### src/rtl/fight_board.sv
// Game-state core for a two-player fighting game on a 4-cell track.
// Resolves both players' actions simultaneously each enabled clock edge.
module fight_board #(
  parameter logic [1:0] MAX_HLT   = 2'd3,
  parameter int         PUNCH_RNG = 0,
  parameter int         KICK_RNG  = 1
) (
  input  logic       clk,
  input  logic       rst,
  input  logic       sw,
  input  logic [2:0] plr_1_act,
  input  logic [2:0] plr_2_act,
  output logic [1:0] plr_1_hlt,
  output logic [1:0] plr_2_hlt,
  output logic [1:0] plr_1_pos,
  output logic [1:0] plr_2_pos,
  output logic       plr_1_lst,
  output logic       plr_2_lst
);

  typedef enum logic [2:0] {
    ACT_NONE  = 3'b000,
    ACT_JUMP  = 3'b001,
    ACT_KICK  = 3'b010,
    ACT_PUNCH = 3'b011,
    ACT_GUARD = 3'b100,
    ACT_FWD   = 3'b101,
    ACT_BACK  = 3'b110,
    ACT_IDLE  = 3'b111
  } act_e;

  localparam logic [2:0] PUNCH_GAP = 3'(PUNCH_RNG);
  localparam logic [2:0] KICK_GAP  = 3'(KICK_RNG);

  logic [1:0] hlt_1_q, hlt_1_d, hlt_2_q, hlt_2_d;
  logic [1:0] pos_1_q, pos_1_d, pos_2_q, pos_2_d;
  logic [2:0] gap;
  logic       upd_en;
  logic       hit_on_1, hit_on_2;
  logic       fwd_clash;
  act_e       act_1, act_2;

  assign act_1 = act_e'(plr_1_act);
  assign act_2 = act_e'(plr_2_act);

  // Positions never overlap, so pos_1 + pos_2 <= 2 and the gap stays in 0..2.
  assign gap    = 3'd2 - ({1'b0, pos_1_q} + {1'b0, pos_2_q});
  assign upd_en = sw && (hlt_1_q != 2'd0) && (hlt_2_q != 2'd0);

  always_comb begin
    // NOTE: every combinational output gets a default first so no latch is inferred.
    hlt_1_d   = hlt_1_q;
    hlt_2_d   = hlt_2_q;
    pos_1_d   = pos_1_q;
    pos_2_d   = pos_2_q;
    hit_on_2  = ((act_1 == ACT_PUNCH) && (gap <= PUNCH_GAP) && (act_2 != ACT_GUARD)) ||
                ((act_1 == ACT_KICK)  && (gap <= KICK_GAP)  && (act_2 != ACT_JUMP));
    hit_on_1  = ((act_2 == ACT_PUNCH) && (gap <= PUNCH_GAP) && (act_1 != ACT_GUARD)) ||
                ((act_2 == ACT_KICK)  && (gap <= KICK_GAP)  && (act_1 != ACT_JUMP));
    fwd_clash = (act_1 == ACT_FWD) && (act_2 == ACT_FWD) && (gap == 3'd1);

    if (upd_en) begin
      if (hit_on_1 && (hlt_1_q != 2'd0)) hlt_1_d = hlt_1_q - 2'd1;
      if (hit_on_2 && (hlt_2_q != 2'd0)) hlt_2_d = hlt_2_q - 2'd1;

      // Hits above use pre-move positions; movement is resolved independently.
      if ((act_1 == ACT_FWD) && (gap >= 3'd1) && !fwd_clash) pos_1_d = pos_1_q + 2'd1;
      else if ((act_1 == ACT_BACK) && (pos_1_q != 2'd0))     pos_1_d = pos_1_q - 2'd1;

      if ((act_2 == ACT_FWD) && (gap >= 3'd1) && !fwd_clash) pos_2_d = pos_2_q + 2'd1;
      else if ((act_2 == ACT_BACK) && (pos_2_q != 2'd0))     pos_2_d = pos_2_q - 2'd1;
    end
  end

  always_ff @(posedge clk) begin
    // NOTE: sequential state uses non-blocking assignments so all flops update together.
    if (!rst) begin
      hlt_1_q <= MAX_HLT;
      hlt_2_q <= MAX_HLT;
      pos_1_q <= 2'd0;
      pos_2_q <= 2'd0;
    end else begin
      hlt_1_q <= hlt_1_d;
      hlt_2_q <= hlt_2_d;
      pos_1_q <= pos_1_d;
      pos_2_q <= pos_2_d;
    end
  end

  assign plr_1_hlt = hlt_1_q;
  assign plr_2_hlt = hlt_2_q;
  assign plr_1_pos = pos_1_q;
  assign plr_2_pos = pos_2_q;
  assign plr_1_lst = (hlt_1_q == 2'd0);
  assign plr_2_lst = (hlt_2_q == 2'd0);

endmodule

### config.mk
export PLATFORM = sky130hd
export DESIGN_NAME = fight_board
export DESIGN_NICKNAME = d
export VERILOG_FILES = /design/src/rtl/fight_board.sv
export SDC_FILE = /design/constraint.sdc
export NUM_CORES = 1
export LEC_CHECK = 0
export CORE_MARGIN = 5
export CORE_UTILIZATION = 42
export DETAILED_ROUTE_END_ITERATION = 6
export PLACE_DENSITY = 0.75
export SYNTH_ARGS = -nofsm -noshare
export SYNTH_HDL_FRONTEND = slang
export SYNTH_SLANG_ARGS = --single-unit
### constraint.sdc
create_clock -name clk -period 2.8 [get_ports clk]
set_input_delay 0.42 -clock clk [delete_from_list [all_inputs] [get_ports clk]]
set_output_delay 0.42 -clock clk [all_outputs]
set_load 0.02 [all_outputs]
**After elaboration in Yosys (flattened, before gate mapping)**

Index checks and enable logic that the tools add are counted.
W data, S select, Z words.

- Bits of input ports: 9
- Output and inout port bits: 10
- Logic and storage cells: 67
- Register bits after elaboration: 8

- Reductions and logical operators: 35
- Magnitude comparators: 3
- Eq/ne operators: 13
- Add/sub/neg operators: 8
- Multiplexer cells: 4

Operators by type and width:

| cell | count |
|---|---|
| $logic_and A1 B1 Y1 | 20 |
| $eq A3 B2 Y1 const B | 4 |
| $eq A3 B3 Y1 const B | 4 |
| $reduce_bool A2 Y1 | 6 |
| $mux W2 | 4 |
| $reduce_and A2 Y1 | 4 |
| $sub A2 B1 Y2 const B | 4 |
| $le A3 B1 Y1 const B | 2 |
| $ne A3 B1 Y1 const B | 2 |
| $ne A3 B3 Y1 const B | 2 |
| $add A2 B1 Y2 const B | 2 |
| $logic_not A2 Y1 | 2 |
| $add A2 B2 Y3 | 1 |
| $eq A3 B1 Y1 const B | 1 |
| $ge A3 B1 Y1 const B | 1 |
| $sub A2 B3 Y3 const A | 1 |
| $logic_or A1 B1 Y1 | 2 |
| $logic_not A1 Y1 | 1 |

**Depth between registers and ports, before layout**

Gate-level depths: netlist of the first run.

- Word-level depth: 8
- Mapped depth: 8
- Depth with buffers taken out: 8

**Least setup slack after synthesis of the first run**

Ideal clock, no wire load.

- Path type: register to register
- From: reg pos_1_q[0], in the netlist plr_1_pos[0]
- To: reg hlt_2_q[0], in the netlist plr_2_hlt[0]
- Setup time: 0.123 ns
- Path slack: 0.633 ns
- Buffers on the path: 0
- Period minus slack after synthesis: 2.167 ns
- Arrival: 2.044 ns
- Data required time: 2.677 ns
- Cell stages (with the launch flop): 9
- Cell sequence: dfxtp_1 inv_1 ha_1 inv_1 fa_1 and2b_2 nand2_4 nor4b_2 mux2_1

- Word-level cells in the longest chain between the ends: 8
- Elaborated cells between the ends (all ways): 11
- Classes of those cells: add/sub (2); order compare (2); reduce/logical (7)

Ends and longest elaborated chain:

| what | line | text |
|---|---|---|
| from (decl) | 36 | `logic [1:0] pos_1_q, pos_1_d, pos_2_q, pos_2_d;` |
| from (signal assigned) | 85 | `pos_1_q <= pos_1_d;` |
| $add A2 B2 Y3 * | 47 | `assign gap = 3'd2 - ({1'b0, pos_1_q} + {1'b0, pos_2_q});` |
| $sub A2 B3 Y3 * | 47 |  |
| $le A3 B1 Y1, on equally long branches | 56, 57 |  |
| $logic_and A1 B1 Y1, on equally long branches (2 in a row) | 56, 57 |  |
| $logic_or A1 B1 Y1 * | 56 | `hit_on_2 = ((act_1 == ACT_PUNCH) && (gap <= PUNCH_GAP) && (act_2 != ACT_GUARD)) \|\|` |
| $logic_and A1 B1 Y1 * | 64 | `if (hit_on_2 && (hlt_2_q != 2'd0)) hlt_2_d = hlt_2_q - 2'd1;` |
| $reduce_and A2 Y1 (no source line) * | -- |  |
| to (signal assigned) | 84 | `hlt_2_q <= hlt_2_d;` |
| to (decl) | 35 | `logic [1:0] hlt_1_q, hlt_1_d, hlt_2_q, hlt_2_d;` |

Every way passes the cells marked *; elsewhere a longest branch is shown, timed or not.
A chain may end at the register's enable or synchronous reset.

**Final worst setup path of the first run**

- From: reg pos_1_q[0], in the netlist plr_1_pos[0]
- To: reg hlt_2_q[1], in the netlist plr_2_hlt[1]

The elaborated chain is that of the path after synthesis.

==> results of run 1 <==
-- layer usage --
metal	share of wire, %	global-route usage (%)	up-vias
li1	-	-	316
met1	43	12.7	288
met2	51	20.7	14
met3	5.8	5.42	0
met4	0	2.62	0
met5	0	0	-
-- synthesized netlist by cell type, types with 2 or more instances --
cell	n	share of area (%)
a31oi_1	2	1.9
o21ai_0	5	3.7
dfxtp_1	8	24
mux2_1	4	6.7
nand3_1	2	1.5
ha_1	3	5.6
nand2_1	10	5.6
nor3b_1	3	3.3
inv_1	8	4.4
and3b_1	2	2.6
nand4b_1	2	2.6
nand3b_1	4	4.4
a211oi_1	2	2.2
-- report_power, final --
part           switching [uW]  internal [uW]
clock network            39.4           49.1
logic                    25.8           25.9
registers                1.83            115
total                    67.0            190
-- per-stage QoR --
stage	utilization (%)	power, uW
finish	58.4	257
CTS	58.4	264
detailed placement	56.9	171
global route	58.4	275
global placement	56.9	170
floorplan	-	148
-- flip-flops by register name (all words and copies together), names as in the netlist --
| register | flops |
|---|---|
| plr_1_hlt | 2 |
| plr_1_pos | 2 |
| plr_2_hlt | 2 |
| plr_2_pos | 2 |
-- worst max-delay path: cells and delay by family, from the launching register on --
family                     cells  cell delay [ns]
and+or+nand+nor                3             0.67
adders and majority gates      2             0.62
muxes                          1             0.36
buffers and inverters          2             0.12
DFF                            1             0.37
-- worst max-delay path by stage --
| stage | from | end | slack (ns) | cells past startpoint |
|---|---|---|---|---|
| floorplan | plr_1_pos[0] | plr_2_hlt[0] | 0.63 | 8 |
| global placement | sw | plr_2_hlt[0] | 0.54 | 5 |
| detailed placement | plr_1_pos[0] | plr_2_hlt[1] | 0.53 | 8 |
| CTS | plr_1_pos[0] | plr_2_hlt[1] | 0.50 | 8 |
| global route | plr_1_pos[0] | plr_2_hlt[0] | 0.38 | 8 |
| finish | plr_1_pos[0] | plr_2_hlt[1] | 0.54 | 8 |
-- cell type report --
class                      instances  area (um2)  area share [%]
clock buffer                       3        22.5            2.53
inverter                           8        30.0            3.38
multi-input combinational         59         477            53.6
sequential                         8         160            18.0
tap                               16        20.0            2.25
timing repair buffer              18         180            20.3
-- cells by family (layout without fill, tap and decap cells) --
kind of cell | Yosys count | in the layout | synth area share, %
flip-flops | 8 | 8 | 23.7
AO/OA/AOI/OAI | 15 | 15 | 18.5
adder cells (fa/ha/maj) | 4 | 4 | 8.52
AND/OR/NAND/NOR | 36 | 36 | 36.9
multiplexers | 4 | 4 | 6.67
buffers and inverters | 9 | 29 | 5.74
==> metrics.csv, run 1 <==
metric,value,unit
r2r_end,plr_2_hlt[1],
io_pins,19,
crit_chain,"inv_1, ha_1, inv_1, fa_1, and2b_2, nand2_4, nor4b_2, mux2_1",
cts_buffer_depth,2,
post-route-min-period,2.26,ns
cts_buffers,3,
die_area,2510,um2
post-route-drc-count,0,
fin_tns_setup,0,ns
antenna_left,0,
power.density,289,nW/um2
r2r_start,plr_1_pos[0],
min_to,plr_2_hlt[0],
max_freq,442,MHz
clkTransAtPathRegs,0.05,ns
root_buffer,clkbuf_4,
critPathArrivalTime,2.40,ns
syn_area_per_cell,8.89,um2
drive_gt1_share,11.5,%
synthArstFlopShare,0,%
gp_congestion,0.812,
placed_cell_area,867,um2
grt_use_total,11.8,%
synth_seq_cells,8,
hp-start,plr_2_hlt[0],
finalWirelength,1430,um
die_h,50.1,um
drtIter0Drc,7,
final_common_cell,clkdlybuf4s50_1,
slew_viol_final,0,
pre_cts_ws,0.530,ns
worstSetupStartpointType,register,
floorplan.initialDensity,44.3,%
crit_fanout,8,
slew_headroom,70.0,%
setup_ws,0.536,ns
holdPathStages,2,
skew,0.00131,ns
tightest_slew,0.449,ns
peakVddDrop,0.178,mV
clk_latency,0.25,ns
cp.required,2.94,ns
grt_max_degree,15,
synth_nets,89,
ys_warn_count,0,
outcome,"finished, final reports clean",
post_drt_wl_per_cell,12.8,um
ys.flop_type,dfxtp_1,
design_area,890,um2
hp-class,register to register,
reg2reg_depth,8,
fin_nets,111,
finalSetupViolations,0,
num_vias,618,
coreArea,1520,um2
syn2layout_area_growth,31.7,%
fillCellCount,144,
drtPass1Iterations,4,
crit_path_frequent_cell,inv_1,
ys_seq_area_share,23.7,%
placed_cells,109,
syn_inst,76,
die_w,50.1,um
layout_common_cells,"clkdlybuf4s50_1 (18), nand2_1 (10), inv_1 (8), dfxtp_1 (8), o21ai_0 (5)",
cap_violations,0,
cts_tree,yes,
rsz0062_at_grt,false,
whs,0.507,ns
cts_resized,0,
num_antenna_cells,0,
synthDistinctLibCells,34,
routed_via_density,5.52,
worstSetupPathType,register to register,
grt_pass1_wl,2330,um
syn_area,676,um2
hold_viol_final,0,
antenna_found_initial,0,
clock-sinks,8,
cpPeakStageDelay,0.49,ns
dpl.hpwl,1170,um
cts_setup_buffers,0,
first_global_vias,588,
cellLeakagePower,0.000361,uW
io_buffer_count,18,
gr-total-overflow,0,
hold_buffers,0,
rows,14,
fin_cells,112,
r2r_slack,0.54,ns
crit_path_end_kind,register,
cp_slowest_cell,fa_1,
fin_crit_sh,80.9,%
h-tree-depth,1,
synth_edf_count,0,
Note: power is estimated with default switching activity, not from simulation.
==> run 2: changes to the inputs <==
--- a/config.mk
+++ b/config.mk
@@ -6,9 +6,9 @@
 export NUM_CORES = 1
 export LEC_CHECK = 0
 export CORE_MARGIN = 5
-export CORE_UTILIZATION = 42
+export CORE_UTILIZATION = 41
 export DETAILED_ROUTE_END_ITERATION = 6
-export PLACE_DENSITY = 0.75
+export PLACE_DENSITY = 0.76
 export SYNTH_ARGS = -nofsm -noshare
 export SYNTH_HDL_FRONTEND = slang
 export SYNTH_SLANG_ARGS = --single-unit
==> constraint.sdc (replaced) <==
create_clock -name clk -period 2 [get_ports clk]
set_input_delay 0.3 -clock clk [delete_from_list [all_inputs] [get_ports clk]]
set_output_delay 0.3 -clock clk [all_outputs]
set_load 0.02 [all_outputs]
==> metrics.csv, run 2 (same netlist as run 1, synthesis figures left out) <==
metric,value,unit,change
outcome,finished with violations,,
failed_checks,setup timing,,
fin_crit_sh,106,%,+25 points
skew,0.00600,ns,+0.00470 ns
cpPeakStageDelay,0.50,ns,about the same
floorplan.initialDensity,43.8,%,-0.50 points
num_vias,683,,+11%
worstSetupPathType,register to register,,
io_buffer_count,18,,unchanged
final_common_cell,clkdlybuf4s50_1,,
dpl.hpwl,1380,um,+18%
power.density,385,nW/um2,+33%
hp-start,plr_1_hlt[0],,
rows,14,,unchanged
r2r_end,plr_2_hlt[0],,
setup_ws,-0.122,ns,-0.658 ns
grt_max_degree,15,,unchanged
crit_path_end_kind,register,,
grt_pass1_wl,2790,um,+20%
tightest_slew,0.620,ns,+0.172 ns
antenna_found_initial,0,,unchanged
fin_cells,121,,+8.0%
clk_latency,0.25,ns,about the same
crit_chain,"inv_4, ha_4, inv_2, fa_1, and2b_2, nand2_4, nor4b_4, mux2_4",,
finalSetupViolations,6,,+6
gr-total-overflow,0,,unchanged
peakVddDrop,0.379,mV,+110%
hp-class,register to register,,
die_h,50.6,um,+0.97%
grt_use_total,13.5,%,+1.7 points
die_area,2560,um2,+1.9%
r2r_start,plr_1_pos[0],,
crit_family,adder cells,,
routed_via_density,5.64,,+2.3%
cts_tree,yes,,
drtPass1Iterations,4,,unchanged
hold_buffers,0,,unchanged
layout_common_cells,"clkdlybuf4s50_1 (18), nand2_1 (10), buf_4 (8)",,
antenna_left,0,,unchanged
p_total,393,uW,+53%
drtIter0Drc,8,,+1
holdPathStages,2,,unchanged
post-route-min-period,2.12,ns,-0.142 ns
cap_violations,0,,unchanged
drive_gt1_share,29.5,%,+18 points
die_w,50.6,um,+0.97%
max_freq,471,MHz,+6.7%
cts_buffers,3,,unchanged
cellLeakagePower,0.000436,uW,+21%
io_pins,19,,unchanged
post-route-drc-count,0,,unchanged
clkTransAtPathRegs,0.06,ns,about the same
critPathArrivalTime,2.26,ns,-0.14 ns
coreArea,1540,um2,+1.1%
post_drt_wl_per_cell,14.3,um,+12%
hold_viol_final,0,,unchanged
cp.required,2.13,ns,-0.81 ns
slew_headroom,58.1,%,-12 points
r2r_slack,-0.12,ns,-0.66 ns
h-tree-depth,1,,unchanged
worstSetupStartpointType,register,,
rsz0062_at_grt,true,,
slew_viol_final,0,,unchanged
crit_fanout,3,,-5
root_buffer,clkbuf_4,,
min_to,plr_1_hlt[0],,
finalWirelength,1730,um,+21%
fin_nets,119,,+7.2%
clock-sinks,8,,unchanged
cp_slowest_cell,fa_1,,
cts_buffer_depth,2,,unchanged
gp_congestion,0.828,,+2.0%
first_global_vias,660,,+12%
critPathBufInv,2,,unchanged
syn2layout_area_growth,51.3,%,
placed_cells,116,,+6.4%
reg2reg_depth,8,,unchanged
num_antenna_cells,0,,unchanged
## run 2: changes by cell type in the layout (fill, tap and decap cells not counted), sizes merged
cell,previous run,this run
buf,0,8
clkbuf,3,4
## run 2: layout make-up
type,count,area [um2]
Clock buffer,4,26.3
Sequential cell,8,168
Timing Repair Buffer,26,240
Fill cell,132,519
Multi-Input combinational cell,59,533
Tap cell,16,20.0
Inverter,8,35.0
## run 2: layer usage
layer | vias up | GRT usage, % | part of all wire, %
met3 | 2 | 2.66 | 4.7
met5 | - | 0 | 0
met4 | 0 | 4.26 | 0.69
li1 | 339 | - | -
met1 | 323 | 16.1 | 43
met2 | 19 | 23.8 | 51
## run 2: how the worst max path moves through the flow
stage | cells past startpoint | to | start
after floorplan | 8 | plr_2_hlt[0] | plr_1_pos[0]
after global placement | 8 | plr_2_hlt[0] | plr_1_pos[0]
after detailed placement | 8 | plr_2_hlt[0] | plr_1_pos[0]
after CTS | 8 | plr_1_hlt[0] | plr_1_pos[0]
after global routing | 8 | plr_2_hlt[0] | plr_1_pos[0]
final | 8 | plr_2_hlt[0] | plr_1_pos[0]
## run 2: timing repair
action                     CTS  global route
setup buffers                0             1
resized for setup            4             8
pin swaps                    0             4
setup endpoints to repair    5             7
## run 2: report_power, final
group	internal [uW]	total (uW)	switching, uW
combinational	49.4	96.7	47.3
sequential	159	161	1.54
clock	76.6	136	59.2
total	285	393	108
## run 2: stage by stage
stage / instance area (um2) / hold slack, ns / worst slack [ns] / setup TNS, ns / util [%]
6_report: 1020 / 0.532 / -0.122 / -0.492 / 66.3
5_1_grt: 1020 / 0.556 / -0.203 / -1.09 / 66.3
4_1_cts: 978 / 0.532 / -0.0996 / -0.343 / 63.5
3_5_place_dp: 936 / 0.519 / -0.0863 / -0.301 / 60.7
3_3_place_gp: 936 / 0.493 / -0.0400 / -0.0788 / 60.7
2_1_floorplan: 692 / 0.475 / -0.0430 / -0.0860 / -
## run 2: worst register-to-register path, delay by kind of cell (launching register included)
family | cells | cell delay [ns]
mux | 1 | 0.34
fa+ha+maj | 2 | 0.62
simple gates | 3 | 0.61
buf+inv | 2 | 0.08
flops | 1 | 0.35
==> run 3: changes to the inputs <==
--- a/config.mk
+++ b/config.mk
@@ -9,6 +9,7 @@
 export CORE_UTILIZATION = 41
 export DETAILED_ROUTE_END_ITERATION = 6
 export PLACE_DENSITY = 0.76
+export SETUP_SLACK_MARGIN = 0.3
 export SYNTH_ARGS = -nofsm -noshare
 export SYNTH_HDL_FRONTEND = slang
 export SYNTH_SLANG_ARGS = --single-unit
==> metrics.csv, run 3 (same netlist as run 1, synthesis figures left out) <==
metric,value,unit,change
outcome,finished with violations,,
failed_checks,setup timing,,
power.density,395,nW/um2,+2.7%
drive_gt1_share,26.7,%,-2.9 points
coreArea,1540,um2,unchanged
fin_tns_setup,-0.323,ns,+0.169 ns
finalWirelength,1600,um,-7.9%
skew,0.00655,ns,+0.000544 ns
cp.required,2.16,ns,+0.03 ns
post-route-drc-count,0,,unchanged
crit_path_end_kind,register,,
hold_buffers,0,,unchanged
fin_crit_sh,106,%,-0.43 points
setup_ws,-0.113,ns,+0.00865 ns
io_buffer_count,18,,unchanged
gr-total-overflow,0,,unchanged
hp-start,plr_2_hlt[0],,
cts_setup_buffers,0,,unchanged
floorplan.initialDensity,43.8,%,unchanged
first_global_vias,639,,-3.2%
finalSetupViolations,4,,-2
cts_buffer_depth,2,,unchanged
fin_nets,119,,unchanged
die_area,2560,um2,unchanged
clkTransAtPathRegs,0.07,ns,about the same
slew_viol_final,0,,unchanged
r2r_slack,-0.11,ns,about the same
clk_latency,0.27,ns,+0.02 ns
r2r_end,plr_2_hlt[0],,
die_h,50.6,um,unchanged
fillCellCount,133,,+0.76%
num_vias,655,,-4.1%
grt_pass1_wl,2730,um,-2.2%
p_total,394,uW,+0.15%
h-tree-depth,1,,unchanged
pre_cts_ws,-0.136,ns,-0.0497 ns
dpl.hpwl,1330,um,-3.7%
holdPathStages,2,,unchanged
post-route-min-period,2.11,ns,-0.00865 ns
clock-sinks,8,,unchanged
hold_viol_final,0,,unchanged
rsz0062_at_grt,true,,
hp-class,register to register,,
syn2layout_area_growth,47.6,%,
routed_via_density,5.41,,-4.1%
grt_max_degree,15,,unchanged
r2r_start,plr_1_pos[0],,
drtPass1Iterations,4,,unchanged
num_antenna_cells,0,,unchanged
peakVddDrop,0.268,mV,-29%
antenna_left,0,,unchanged
grt_use_total,13.9,%,+0.45 points
worstSetupPathType,register to register,,
final_common_cell,clkdlybuf4s50_1,,
die_w,50.6,um,unchanged
crit_start,plr_1_pos[0],,
cellLeakagePower,0.000472,uW,+8.3%
design_area,997,um2,-2.4%
gp_congestion,0.841,,+1.5%
max_freq,473,MHz,+0.41%
post_drt_wl_per_cell,13.2,um,-7.9%
root_buffer,clkbuf_4,,
critPathArrivalTime,2.27,ns,about the same
rows,14,,unchanged
cts_tree,yes,,
cts_buffers,3,,unchanged
reg2reg_depth,8,,unchanged
antenna_found_initial,0,,unchanged
placed_cell_area,943,um2,+0.80%
drtIter0Drc,5,,-3
worstSetupStartpointType,register,,
min_to,plr_2_hlt[0],,
slew_headroom,64.9,%,+6.8 points
crit_fanout,3,,unchanged
layout_common_cells,"clkdlybuf4s50_1 (13), nand2_1 (10), buf_4 (8)",,
tightest_slew,0.519,ns,-0.101 ns
cap_violations,0,,unchanged
io_pins,19,,unchanged
run 3: cell types whose count changed in the layout (fill, tap and decap cells not counted), moves of 2 or more:
| cell | change |
|---|---|
| clkdlybuf4s50_1 | -5 |
| dlygate4sd2_1 | +3 |
| dlymetal6s2s_1 | +2 |
| mux2_1 | +2 |
| mux2_4 | -2 |
run 3: worst max path at each step:
stage	to	slack [ns]	cells after the start
2_1_floorplan	plr_2_hlt[0]	-0.04	8
3_3_place_gp	plr_2_hlt[0]	-0.04	8
3_5_place_dp	plr_2_hlt[0]	-0.14	8
4_1_cts	plr_2_hlt[0]	-0.13	8
5_1_grt	plr_2_hlt[0]	-0.20	8
6_report	plr_2_hlt[0]	-0.11	8
run 3: metrics by stage:
step	util, %	hold slack [ns]	std cells
finish	64.7	0.521	121
global route	64.7	0.549	121
CTS	64.1	0.523	121
detailed placement	61.2	0.507	117
global placement	61.2	0.495	117
floorplan	-	0.475	76
run 3: power breakdown:
| group | switching, uW | internal (uW) | total [uW] |
|---|---|---|---|
| logic | 42.4 | 46.1 | 88.5 |
| clock network | 67.8 | 77.1 | 145 |
| registers | 1.36 | 159 | 160 |
run 3: area by class of cell:
cell class | instances | area (um2) | area share [%]
inverter | 8 | 32.5 | 3.26
tap | 16 | 20.0 | 2.01
multi-input combinational | 59 | 509 | 51.1
clock buffer | 4 | 26.3 | 2.63
timing repair buffer | 26 | 241 | 24.2
sequential | 8 | 168 | 16.8
run 3: repair_timing:
action / in CTS / in global routing
endpoints found under the setup margin: 11 / 10
gates resized for setup: 9 / 3
gates cloned: 0 / 0
pin swaps: 1 / 1
run 3: worst max-delay path, stage by stage, from the launching register on:
cell	delay (ns)
dfxtp_4	0.35
inv_4	0.05
ha_4	0.12
inv_2	0.03
fa_1	0.49
and2b_2	0.20
nand2_4	0.08
nor4b_4	0.32
mux2_1	0.35
run 3: per-layer routing:
metal / global-route usage [%] / wire, um / vias up
met5: 0 / 0 / -
met4: 8.94 / 42 / 0
met3: 2.66 / 59 / 4
met2: 24.6 / 806 / 13
met1: 14.8 / 687 / 301
li1: - / - / 337
